### config.mk
export PLATFORM = sky130hd
export DESIGN_NAME = dice_roll_ctrl
export DESIGN_NICKNAME = d
export VERILOG_FILES = /design/src/rtl/dice_roll_ctrl.sv
export SDC_FILE = /design/constraint.sdc
export NUM_CORES = 1
export LEC_CHECK = 0
export BUFFER_PORTS_ARGS = -buffer_cell sky130_fd_sc_hd__buf_2
export CORE_AREA = 2 2 81 160
export DETAILED_ROUTE_END_ITERATION = 10
export DIE_AREA = 0 0 83 162
export HOLD_SLACK_MARGIN = 0.15
export PLACE_DENSITY = 0.36
export SETUP_SLACK_MARGIN = 0.1
export SYNTH_ARGS = -nofsm -noshare
export SYNTH_HDL_FRONTEND = slang
export SYNTH_SLANG_ARGS = --single-unit
### constraint.sdc
create_clock -name clk -period 9.5 [get_ports clk]
set_input_delay 0.475 -clock clk [delete_from_list [all_inputs] [get_ports clk]]
set_output_delay 0.475 -clock clk [all_outputs]
set_load 0.02 [all_outputs]
### src/rtl/dice_roll_ctrl.sv
// Dice roll controller: animates a reduced random value on a BCD display, then latches the result.
// Optional advantage mode (best of two captures) is built when DICE_ADV_EN is defined.
module dice_roll_ctrl #(
  parameter int TICK_DIV    = 4,
  parameter int ANIM_CYCLES = 16
) (
  input  logic       clk,
  input  logic       reset,
  input  logic       roll_req,
  input  logic [4:0] rand_in,
  input  logic [2:0] die_sel,
`ifdef DICE_ADV_EN
  input  logic       adv_sel,
`endif
  output logic       busy,
  output logic [4:0] result,
  output logic       result_valid,
  output logic [3:0] tens,
  output logic [3:0] ones,
  output logic       crit_hit,
  output logic       crit_miss
);

`ifdef DICE_ADV_EN
  typedef enum logic [2:0] {IDLE, ANIM, CAPTURE, DONE, ADV} state_t;
`else
  typedef enum logic [2:0] {IDLE, ANIM, CAPTURE, DONE} state_t;
`endif

  state_t     state;
  logic [7:0] tick, upd;
  logic       roll_q, armed;
  logic [2:0] die_q;
  logic [4:0] red, fin;
  logic       roll_edge, tick_end;

  // clamp to 1..20, then fold onto 1..N
  function automatic logic [4:0] reduce(input logic [4:0] r, input logic [2:0] die);
    logic [4:0] m;
    m = (r == 5'd0) ? 5'd0 : (r > 5'd20) ? 5'd19 : r - 5'd1;
    case (die)
      3'd0:    reduce = (m % 5'd4)  + 5'd1;
      3'd1:    reduce = (m % 5'd6)  + 5'd1;
      3'd2:    reduce = (m % 5'd8)  + 5'd1;
      3'd3:    reduce = (m % 5'd10) + 5'd1;
      3'd4:    reduce = (m % 5'd12) + 5'd1;
      default: reduce = m + 5'd1;
    endcase
  endfunction

  function automatic logic [7:0] to_bcd(input logic [4:0] v);
    if (v >= 5'd20)      to_bcd = {4'd2, 4'(v - 5'd20)};
    else if (v >= 5'd10) to_bcd = {4'd1, 4'(v - 5'd10)};
    else                 to_bcd = {4'd0, v[3:0]};
  endfunction

  // armed blocks a held-high roll_req from looking like an edge right after reset
  assign roll_edge = roll_req & ~roll_q & armed;
  assign tick_end  = (tick == 8'(TICK_DIV - 1));
  assign red       = reduce(rand_in, die_q);

`ifdef DICE_ADV_EN
  logic       adv_q;
  logic [4:0] cap1;
  assign fin = (state == ADV && cap1 > red) ? cap1 : red;
`else
  assign fin = red;
`endif

  always_ff @(posedge clk or posedge reset) begin
    if (reset) begin
      state        <= IDLE;
      tick         <= '0;
      upd          <= '0;
      roll_q       <= 1'b0;
      armed        <= 1'b0;
      die_q        <= '0;
      busy         <= 1'b0;
      result       <= '0;
      result_valid <= 1'b0;
      tens         <= '0;
      ones         <= '0;
      crit_hit     <= 1'b0;
      crit_miss    <= 1'b0;
`ifdef DICE_ADV_EN
      adv_q        <= 1'b0;
      cap1         <= '0;
`endif
    end else begin
      roll_q       <= roll_req;
      armed        <= armed | ~roll_req;
      result_valid <= 1'b0;
      case (state)
        IDLE: if (roll_edge) begin
          die_q <= die_sel;
`ifdef DICE_ADV_EN
          adv_q <= adv_sel;
`endif
          busy  <= 1'b1;
          tick  <= '0;
          upd   <= '0;
          state <= (ANIM_CYCLES == 1) ? CAPTURE : ANIM;
        end
        ANIM: if (tick_end) begin
          tick          <= '0;
          {tens, ones}  <= to_bcd(red);
          upd           <= upd + 8'd1;
          if (upd == 8'(ANIM_CYCLES - 2)) state <= CAPTURE;
        end else tick <= tick + 8'd1;
        DONE: state <= IDLE;
        default: if (tick_end) begin
          tick <= '0;
`ifdef DICE_ADV_EN
          if (state == CAPTURE && adv_q) begin
            cap1         <= red;
            {tens, ones} <= to_bcd(red);
            state        <= ADV;
          end else begin
`else
          begin
`endif
            result       <= fin;
            {tens, ones} <= to_bcd(fin);
            crit_hit     <= (die_q >= 3'd5) && (fin == 5'd20);
            crit_miss    <= (die_q >= 3'd5) && (fin == 5'd1);
            result_valid <= 1'b1;
            busy         <= 1'b0;
            state        <= DONE;
          end
        end else tick <= tick + 8'd1;
      endcase
    end
  end

endmodule

# ---- Yosys cells after proc, flatten, opt, wreduce, memory -nomap -nowiden
# Index checks and enable logic that the tools add are counted.
dict set report classes {
  order_cmp 4
  mux 20
  addsub 11
  bitwise_logic 9
  reduce_logical 18
  shifts 0
  eq_ne 13
  mul 0
  div_mod_pow 3
}
# cell n
set ops {}
lappend ops {{two-way mux 8 bit} 4}
lappend ops {{case mux 8 bit (2 select lines)} 2}
lappend ops {{case mux 5 bit (5 select lines)} 1}
lappend ops {{adder 5 x 1 -> 5 bit, second input constant} 4}
lappend ops {{adder 8 x 1 -> 8 bit, second input constant} 2}
lappend ops {{two-way mux 5 bit} 3}
lappend ops {{two-way mux 3 bit} 4}
lappend ops {{remainder unit 5 x 4 -> 5 bit, second input constant} 2}
lappend ops {{== test 3 x 2 -> 1 bit, second input constant} 3}
lappend ops {{case mux 3 bit (3 select lines)} 1}
lappend ops {{== test 8 x 2 -> 1 bit, second input constant} 1}
lappend ops {{== test 8 x 4 -> 1 bit, second input constant} 1}
lappend ops {{AND reduction 2 bit} 4}
lappend ops {{== test 3 x 1 -> 1 bit, second input constant} 2}
lappend ops {{zero test 3 bit} 2}
lappend ops {{inequality test 2 bit, second input constant} 3}
lappend ops {{inverter 1 bit} 6}
lappend ops {{AND reduction 3 bit} 2}
lappend ops {{== test 5 x 1 -> 1 bit, second input constant} 1}
lappend ops {{== test 5 bit, second input constant} 1}
lappend ops {{greater-or-equal comparator 5 x 4 -> 1 bit, second input constant} 1}
lappend ops {{greater-or-equal comparator 5 bit, second input constant} 1}
lappend ops {{greater-than comparator 5 bit, second input constant} 1}
lappend ops {{zero test 5 bit} 1}
lappend ops {{18 further kinds} 25}
dict set report word_totals {
  romBits 0
  ramBits 0
  word_cells 91
  ff_bits 41
  memories 0
  latch_bits 0
  out_inout_bits 17
}

# ---- Logic depth before layout (Yosys ltp)
# Gate-level depths: netlist (run 1).
dict set report logic_depth {
  ltp_word 9
  depth_mapped 34
  ltp_nobuf 33
}

# ---- Worst setup path after synthesis (run 1)
# No wires, ideal clock.
dict set report synth_path {
  path_type {input to register}
  from {input rand_in[0]}
  to {register ones[3]}
  path_buffers 1
  setup_time_ns 0.066
  path_slack_ns 2.716
  path_stages 32
  t_arrival_ns 6.717
  cell_sequence {inv_1 ha_1 nor2b_1 nor3b_1 or2_2 ha_1 o21a_1 o211a_1 o31ai_2 inv_1 ha_1 o211a_1 nor3_1 a31oi_1 inv_1 ha_1 o21a_1 o21ai_0 and3b_1 a21oi_1 mux2i_1 ha_1 buf_1 or3b_1 a21boi_0 nor3_1 ha_1 nand3_1 nor2b_1 or3b_1 a221oi_1 o31a_1}
}
dict set report synth_via {
  elab_chain_len 9
  elab_cells_between_ends 21
  cone_classes {add/sub: 9; div: 3; order compare: 3; mux: 5; reduce/logical: 1}
}
# item line
set synth_lines {}
lappend synth_lines {{start, declared} 10} ;# input logic [4:0] rand_in,
lappend synth_lines {{subtractor 5 x 1 -> 5 bit / greater-than comparator 5 bit (equally long branches)} 40} ;# m = (r == 5'd0) ? 5'd0 : (r > 5'd20) ? 5'd19 : r - 5'd1;
lappend synth_lines {{two-way mux 5 bit} 40}
lappend synth_lines {{two-way mux 5 bit (*)} 40}
lappend synth_lines {{remainder unit 5 x 4 -> 5 bit, or another cell as far along} 46} ;# 3'd4: reduce = (m % 5'd12) + 5'd1;
lappend synth_lines {{adder 5 x 1 -> 5 bit (on tied branches)} {46, 43, 45}}
lappend synth_lines {{case mux 5 bit (5 select lines) (*)} 41} ;# case (die)
lappend synth_lines {{via fin[2]} 34} ;# logic [4:0] red, fin;
lappend synth_lines {{subtractor 4 bit / greater-or-equal comparator 5 x 4 -> 1 bit (equally long branches)} 53} ;# else if (v >= 5'd10) to_bcd = {4'd1, 4'(v - 5'd10)};
lappend synth_lines {{two-way mux 5 bit} 53}
lappend synth_lines {{two-way mux 8 bit (*)} 52} ;# if (v >= 5'd20) to_bcd = {4'd2, 4'(v - 5'd20)};
lappend synth_lines {{end signal, assigned} 106} ;# {tens, ones} <= to_bcd(red);
lappend synth_lines {{end signal, assigned} 123} ;# {tens, ones} <= to_bcd(fin);
lappend synth_lines {{end, declared} 19} ;# output logic [3:0] ones,
# The timed path passes the listed nets; every way through them passes the cells marked *.
# A chain may end at the register's enable or synchronous reset.

# ---- Worst setup path in the final report (run 1)
dict set report layout_path {
  from {input rand_in[0]}
  to {register ones[2]}
}
# The elaborated chain is that of the path after synthesis.

==> results of run 1 <==
-- synthesized netlist by cell type, types with 2 or more instances --
cell                       number  area, sq um
sky130_fd_sc_hd__o22ai_1        3         18.8
sky130_fd_sc_hd__mux2i_1        9         90.1
sky130_fd_sc_hd__o211a_1        2         20.0
sky130_fd_sc_hd__a2111o_1       2         22.5
sky130_fd_sc_hd__o21ai_0       18         90.1
sky130_fd_sc_hd__mux2_4         2         30.0
sky130_fd_sc_hd__mux2_2         8         90.1
sky130_fd_sc_hd__a211o_1        2         17.5
sky130_fd_sc_hd__nand4_1        2         12.5
sky130_fd_sc_hd__nor2b_1        4         25.0
sky130_fd_sc_hd__nand2_1       27          101
sky130_fd_sc_hd__nand3_1       13         65.1
sky130_fd_sc_hd__o31a_1         2         17.5
sky130_fd_sc_hd__nor3_1         7         35.0
sky130_fd_sc_hd__ha_1          26          325
sky130_fd_sc_hd__nor3b_1        4         30.0
sky130_fd_sc_hd__or3b_1         3         26.3
sky130_fd_sc_hd__buf_6          2         22.5
sky130_fd_sc_hd__a31oi_1        2         12.5
sky130_fd_sc_hd__nand3b_1       2         15.0
sky130_fd_sc_hd__or2_2          2         12.5
sky130_fd_sc_hd__nand2b_1       3         18.8
sky130_fd_sc_hd__dfrtp_1       38          951
sky130_fd_sc_hd__nand4b_1       5         43.8
sky130_fd_sc_hd__or3_1          3         18.8
sky130_fd_sc_hd__o21a_1         3         22.5
sky130_fd_sc_hd__nor2_1        29          109
sky130_fd_sc_hd__and2_4         2         17.5
sky130_fd_sc_hd__buf_4          2         15.0
sky130_fd_sc_hd__and2_1         2         12.5
sky130_fd_sc_hd__and3_1         2         12.5
sky130_fd_sc_hd__a211oi_1       2         15.0
sky130_fd_sc_hd__a22o_1         4         35.0
sky130_fd_sc_hd__nor4_1         2         12.5
sky130_fd_sc_hd__a21oi_1       13         65.1
sky130_fd_sc_hd__clkbuf_1       4         15.0
sky130_fd_sc_hd__xor2_1        10         87.6
sky130_fd_sc_hd__a221oi_1       2         17.5
sky130_fd_sc_hd__xnor2_1        6         52.6
sky130_fd_sc_hd__inv_1         24         90.1
-- cell usage in the layout (no fill, tap or decap), drive strengths merged, types with 3 or more instances in the layout --
master	instances
nor3	7
ha	26
nor2b	4
xor2	10
a21oi	13
a22o	4
o22ai	3
mux2i	9
clkbuf	7
xnor2	6
nor4	3
nor2	30
nand2b	3
o21ai	20
o21a	3
nand3b	3
or2	3
or3b	3
dfrtp	38
nor3b	4
inv	25
and3	3
nand4b	5
mux2	10
buf	26
and2	5
nand3	14
nand2	27
or3	3
-- where the power goes --
part | internal (W) | switching [W] | total (W)
Clock | 0.000124 | 0.0000656 | 0.000190
Sequential | 0.000164 | 0.00000137 | 0.000166
Combinational | 0.0000343 | 0.0000533 | 0.0000876
Total | 0.000323 | 0.000120 | 0.000443
-- metrics by stage --
step | setup slack (ns) | total power, W | area [sq um] | hold WS [ns]
floorplan | 2.72 | 0.000234 | 3000 | 0.458
global placement | 2.01 | 0.000258 | 3260 | 0.466
detailed placement | 1.81 | 0.000258 | 3260 | 0.466
CTS | 2.12 | 0.000452 | 3430 | 0.334
global route | 1.38 | 0.000468 | 3430 | 0.346
finish | 2.17 | 0.000443 | 3430 | 0.301
-- flip-flops by register name, summed over array words and instances (netlist names), 2 cells and up --
| name | count |
|---|---|
| result | 5 |
| tick | 8 |
| state | 2 |
| die_q | 3 |
| ones | 4 |
| upd | 8 |
| tens | 2 |
-- logic make-up after synthesis --
logic type | after synthesis
compound gates | 72
fa+ha+maj | 26
flops | 38
xor+xnor | 16
buf+inv | 35
mux | 19
simple gates | 124
other cells | 1
-- cell type report --
cell class	instances	area share
Multi-Input combinational cell	259	0.554
Sequential cell	38	0.277
Tap cell	147	0.0537
Clock buffer	7	0.0387
Timing Repair Buffer	26	0.0387
Inverter	26	0.0285
Clock inverter	1	0.00876
-- critical path: cells and delay by family --
kind / cells / cell delay (ns)
AND/OR/NAND/NOR: 9 / 2.35
adder cells (fa/ha/maj): 6 / 1.70
AO/OA/AOI/OAI: 11 / 2.14
buffers and inverters: 4 / 0.37
XOR/XNOR: 1 / 0.16
multiplexers: 1 / 0.28
-- worst min path at each step --
| stage | startpoint | end | cells past startpoint |
|---|---|---|---|
| after floorplan | armed | armed | 1 |
| after global placement | ones[1] | ones[1] | 1 |
| after detailed placement | tens[1] | tens[1] | 2 |
| after CTS | reset | tens[1] | 3 |
| after global routing | roll_req | roll_q | 1 |
| final | reset | tens[1] | 3 |
-- metal layers --
metal  vias to the layer above  part of all wire  global-route usage
met5                         -                 0                   0
met4                         0             0.044              0.0671
met3                        18             0.015              0.0152
met2                        27              0.59               0.262
met1                      1198              0.35               0.117
li1                       1236                 -                   -
==> metrics list, run 1 <==
* Arrival time of the worst setup path: 7.51 ns
- Share of post-route cells with drive strength above 1: 0.171
- Final setup vio count: 0
* Final worst path period share: 0.771
- Kind of path behind the tightest hold check: input pin to async pin
- Share of flip-flops with an asynchronous set or reset after synthesis: 1.00
- VDD IR max: 0.114 mV
- Synthesized-area fraction occupied by adder cells: 0.108
- On the critical path, the stage with the largest delay is an instance of sky130_fd_sc_hd__nor3_1.
- Number of global-route vias before repair: 2,631
* TritonCTS buffer count: 5
* Max-cap violations: 0
- The number of max-slew violations in the final report was 0.
- Total Wirelength: 8010 um
- The floorplan step defined a core boundary enclosing 12,200 sq um.
- After clock tree synthesis, the clock-pin slew on the worst setup and hold paths is 0.06 ns.
- In this run, distinct cell masters in the synthesized netlist total 73.
* Share of synthesized cell area in and, or, nand and nor gates: 0.227
- Average wire per standard cell: 15.9 um
- The worst register-to-register path begins at die_q[2].
- The worst setup path is of the input pin to flop kind.
* Post-layout min period: 7.33 ns
* Number of synthesized flops with an enable pin: 0
* CTS-repair resized insts: 0
- Summing all multi-input logic gate instances after layout gives 1900 sq um.
- For this design the top-level I/O count stands at 28.
* End-of-flow core utilization: 0.281
- Yosys reg bits: 38
* Main combinational cell family by area after synthesis: simple AND/OR/NAND/NOR gates
- Post-Synthesis Mean Instance Area: 9.06 sq um
- Port Buffer Count: 25
* Number of failing hold endpoints at the final stage: 0
- The area growth from synthesis to layout is 14.2%.
* Leak pwr: 1.64 nW
- Number of H-tree levels: 2
* Result of the run: complete, no violations
* CTS hold repair buffers: 0
- Depth of the worst register-to-register path: 28
* Number of placement rows: 57
- After detailed routing, the number of remaining DRC violations is 0.
- Entering global routing, the biggest net connects 39 pins.
* Critical Path Source: rand_in[0]
* Measured slew at the worst slew-check pin: 0.833 ns
- After technology mapping, the gate count stands at 331.
- Number of standard cells in the layout, taps in and fillers out: 504
- Number of nets in the final layout: 393
* Clock latency at the later pin of the worst-skew pair: 0.28 ns
- Multiplexer fraction of the synthesized cell area: 0.0701
- The repair_antennas step left the layout with diodes totalling 0.
- CTS tree: done
- Maximum frequency from static timing analysis: 136 MHz
- The first TritonRoute pass finished after 4 iterations.
- RSZ-0062 raised after global routing: no
- Summing all flip-flop and latch instances after layout gives 951 sq um.
- For this run, the register share of the synthesized area comes to 0.317.
- Via density per instance: 4.92
- Synthesized-area fraction occupied by ao, oa, aoi and oai cells: 0.178
- The longest clock path from root to sink contains 2 buffers.
- Max incr delay on CP: 0.53 ns
- For flop-to-flop paths, the worst setup slack is 2.22 ns.
- After legalization and detailed placement, the total HPWL measured 6540 um.
- Dominant synthesized flop cell: sky130_fd_sc_hd__dfrtp_1
* Final global-route overflow total: 0
* Clock sink total: 38
- WP data required: 9.68 ns
* Filler Cell Count: 1,315
* Initial detailed-routing violation count: 74
- Worst Setup EP: ones[2]
- Die Height: 162 um
- Count of vias placed by the detailed router: 2,479
* Post-synthesis cell area: 3000 sq um
- The number of antenna violations at the first check in global routing was 0.
- At the end of routability-driven placement, the weighted congestion stood at 0.801.
- CP Launch Type: input pin
* DP Cell Count: 496
* GR Util All Layers: 0.127
* Cell repeated most along the worst path: sky130_fd_sc_hd__ha_1
- The initial utilization of the core area, before any placement, comes to 0.246.
- Pwr/cell area: 129 nW/um^2
- The tree is rooted in a sky130_fd_sc_hd__clkbuf_16.
- Of all nets on the critical path, the largest fanout is 8.
- Once the clock tree was built, the setup fixing pass inserted 0 buffers.
* Clock skew after layout: 0.00611 ns
* Endpoint class of the critical path: flop
* Die outline area: 13,400 sq um
- The first global-routing pass estimated 13,600 um of wire.
* Final antenna-violating net count: 0
- Worst slew margin: 0.440
* Width of the die: 83 um
* Setup tns final: 0 ns
- Count of yosys warnings during synthesis: 0
- Endpoint of the worst-slack reg-to-reg timing path: ones[2]
- Xor/xnor cell area share of the yosys netlist: 0.0467
No activity file was read; power rests on OpenSTA's default activity.
==> run 2: changes to the inputs <==
- ABC_AREA: not set -> 1
- CORE_AREA: 2 2 81 160 -> 2 2 80 158
- DIE_AREA: 0 0 83 162 -> 0 0 82 160
- PLACE_DENSITY: 0.36 -> 0.35
- clock period: 9.5 -> 7.4 ns (I/O delays scaled with it)
==> metrics list, run 2 <==
* Width of the die: 82 um (-1.2%)
* Number of nets in the final layout: 457 (+16%)
- The number of cells produced by synthesis is 389 (+18%).
- WP data required: 7.56 ns (-2.12 ns)
- Number of synthesized flops with an enable pin: 0 (unchanged)
* Final weighted congestion in routability-driven placement: 0.790 (-1.4%)
* Number of H-tree levels: 2 (unchanged)
* Commonest non-fill, non-tap cells in the layout: sky130_fd_sc_hd__nand2_1 (92), sky130_fd_sc_hd__inv_1 (61), sky130_fd_sc_hd__dfrtp_1 (38)
- Yosys reg bits: 38 (unchanged)
- Total core area: 12,000 sq um (-1.8%)
* Die outline area: 13,100 sq um (-2.4%)
* Share of post-route cells with drive strength above 1: 0.160 (-0.0113)
- In the synthesized netlist, the cells that appear most often are sky130_fd_sc_hd__nand2_1 (92), sky130_fd_sc_hd__inv_1 (61), sky130_fd_sc_hd__dfrtp_1 (38), sky130_fd_sc_hd__nand3_1 (31), sky130_fd_sc_hd__ha_1 (26).
* Final global-route overflow total: 0 (unchanged)
- The run finished with clean final reports.
* Share of the yosys chip area belonging to registers: 0.328 (+0.0114)
- Root buffer selected by CTS: sky130_fd_sc_hd__clkbuf_16
- CTS hold repair buffers: 0 (unchanged)
- The worst-case headroom to the max-slew limit is 0.629 (+0.189).
- First-pass GRT wire length: 11,400 um (-16%)
- Total inserted antenna cells: 0 (unchanged)
* CTS tree: done
* Via density per instance: 4.28 (-13%)
- The largest registers in the layout are tick (8), upd (8), result (5).
- Critical path start-end classification: input pin to flop
* Measured slew at the worst slew-check pin: 0.556 ns (-0.277 ns)
- The area of the multi-input gates was 1670 sq um (-12%).
- The peak per-stage delay on the critical path is 0.32 ns (-0.21 ns).
* Highest-delay cell along the critical path: sky130_fd_sc_hd__ha_1
- Standard cell area after detailed placement: 3200 sq um (-2.0%)
- The post-detailed-placement half-perimeter wirelength was 5290 um (-19%).
- Final worst path period share: 0.733
* Clock sink total: 38 (unchanged)
- Count of yosys warnings during synthesis: 0 (unchanged)
- The wire length per cell after detailed routing came to 11.6 um (-27%).
- The routed wire length was 6580 um (-18%).
- Endpoint class of the critical path: flop
* Filler Cell Count: 1,328 (+0.99%)
- The initial cell density of the core is 0.242 (-0.00427).
- The number of placement rows is 57 (unchanged).
- For this run, the top clock speed supported by timing is 184 MHz.
* Top cells by area, synth: sky130_fd_sc_hd__dfrtp_1 (33%), sky130_fd_sc_hd__nand2_1 (12%), sky130_fd_sc_hd__ha_1 (11%)
- Number of failing hold endpoints at the final stage: 0 (unchanged)
- Dominant synthesized flop cell: sky130_fd_sc_hd__dfrtp_1
- STA classifies the critical path startpoint as an input pin.
* Number of global-route vias before repair: 2,388 (-9.2%)
- The area share of the leading cell type in the synthesized netlist came to 0.328 (+0.0114).
* Antenna violations before repair: 0 (unchanged)
- The height of the die came to 160 um (-1.2%).
- Peak fanout along the critical path: 7 (-1)
* Share of flip-flops with an asynchronous set or reset after synthesis: 1.00 (unchanged)
- In the post-synthesis netlist, the cell with the most instances is sky130_fd_sc_hd__nand2_1.
* Post-layout min period: 5.42 ns
- GR Util All Layers: 0.107 (-0.0200)
- The area used by sequential logic in the layout came to 951 sq um (unchanged).
- TritonCTS buffer count: 5 (unchanged)
- The number of max-slew violations in the final report came to 0 (unchanged).
* Bufs and invs on worst path: 5 (+1)
- The power per cell area was 159 nW/um^2 (+23%).
- Max-cap violations: 0 (unchanged)
* Largest net degree at the start of global routing: 26 (-33%)
- Post-synthesis cell type count: 40 (-45%)
- The number of DRC markers after the initial detailed-route iteration is 104 (+41%).
* Post-synthesis cell area: 2900 sq um (-3.5%)
* Number of remaining DRC errors: 0 (unchanged)
- RSZ-0062 raised after global routing: no
- VDD IR max: 0.0674 mV (-41%)
- Number of top-level design ports: 28 (unchanged)
- Clock latency at the later pin of the worst-skew pair: 0.28 ns (about the same)
- The leakage power was 1.72 nW (+5.2%).
* Clock slew at reported path FFs: 0.06 ns (about the same)
- The final core utilization is 0.278 (-0.00302).
- In this design, the critical path's most frequently occurring cell is sky130_fd_sc_hd__nand2_1.
* Clock skew after layout: 0.00417 ns (-0.00195 ns)
- DRT Pass-1 Iters: 4 (unchanged)
* Final setup vio count: 0 (unchanged)
* Leading cell type in the layout, fill and taps excluded: sky130_fd_sc_hd__nand2_1
* Cell type with the largest total area after synthesis: sky130_fd_sc_hd__dfrtp_1
- The maximum number of buffers from clock root to sink is 2 (unchanged).
- Count of vias placed by the detailed router: 2,425 (-2.2%)
* Arrival time of the worst setup path: 5.59 ns (-1.92 ns)
* Kind of path behind the tightest hold check: input pin to async pin
* Cell class contributing the biggest share of worst-path delay: simple AND/OR/NAND/NOR gates
* Post-Synthesis Mean Instance Area: 7.45 sq um (-18%)
* Port Buffer Count: 25 (unchanged)
- The area of all placed cells without fillers is 3330 sq um (-2.8%).
- Final antenna-violating net count: 0 (unchanged)
- Synthesis-to-finish area growth: 15.0%
- The total negative slack for setup checks was 0 ns (unchanged).
* Worst hold slack: 0.134 ns (-0.167 ns)
- The buffers inserted during post-CTS setup optimization came to 0 (unchanged).
* CTS-repair resized insts: 0 (unchanged)
-- run 2: cell types whose count changed after synthesis, sizes merged, moves of 5 or more --
cell and change:
nor2 -5, nand4b -5, mux2 -10, inv +41, xor2 -5, nand2 +77, o21ai +8, mux2i -9
nand3 +27
-- run 2: worst paths after layout --
path | start | to | slack, ns | cells past startpoint
max in group asynchronous | reset | tens[1] | 6.53 | 3
worst min register to register | armed | armed | 0.45 | 2
worst max register to register | die_q[0] | ones[1] | 1.98 | 38
min in group clk | roll_req | roll_q | 0.23 | 1
worst min-delay path | reset | tick[6] | 0.13 | 2
worst max-delay path | rand_in[0] | ones[1] | 1.98 | 42
-- run 2: stage by stage --
stage	power (W)	instances	worst slack, ns
detailed placement	0.000335	560	1.68
global route	0.000564	567	1.32
global placement	0.000339	560	1.67
CTS	0.000541	567	1.93
finish	0.000531	567	1.98
floorplan	0.000310	390	2.38
-- run 2: per-layer routing --
metal / global-route usage / routed length (um) / vias to the layer above
met1: 0.155 / 3380 / 1076
met2: 0.165 / 2900 / 29
met5: 0 / 0 / -
li1: - / - / 1314
met4: 0.0250 / 72 / 0
met3: 0.0186 / 223 / 6
-- run 2: cells by family (layout without fill, tap and decap cells) --
kind of cell / Yosys count / count (layout) / share of synthesized area
compound gates: 53 / 53 / 0.106
flops: 38 / 38 / 0.328
simple gates: 192 / 192 / 0.335
xor+xnor: 7 / 7 / 0.0212
other cells: 1 / 2 / 0.00129
fa+ha+maj: 26 / 26 / 0.112
buf+inv: 72 / 102 / 0.0959
-- run 2: power breakdown --
group / leakage [nW] / switching [W] / internal (W)
Combinational: 1.24 / 0.0000794 / 0.0000421
Clock: 0.0640 / 0.0000772 / 0.000123
Sequential: 0.414 / 0.000000264 / 0.000209
Total: 1.72 / 0.000157 / 0.000374
-- run 2: layout make-up --
| cell class | instances | share of cell area |
|---|---|---|
| well taps | 147 | 0.0552 |
| repair buffers | 26 | 0.0398 |
| inverters | 69 | 0.0778 |
| clock buffers | 7 | 0.0398 |
| multi-input cells | 280 | 0.502 |
| flip-flops and latches | 38 | 0.286 |
-- run 2: worst register-to-register path: cells and delay by family, from the launching register on --
kind,cells,cell delay [ns]
AO/OA/AOI/OAI,4,0.81
adder cells (fa/ha/maj),5,1.34
buffers and inverters,4,0.25
flip-flops,1,0.41
AND/OR/NAND/NOR,25,2.51
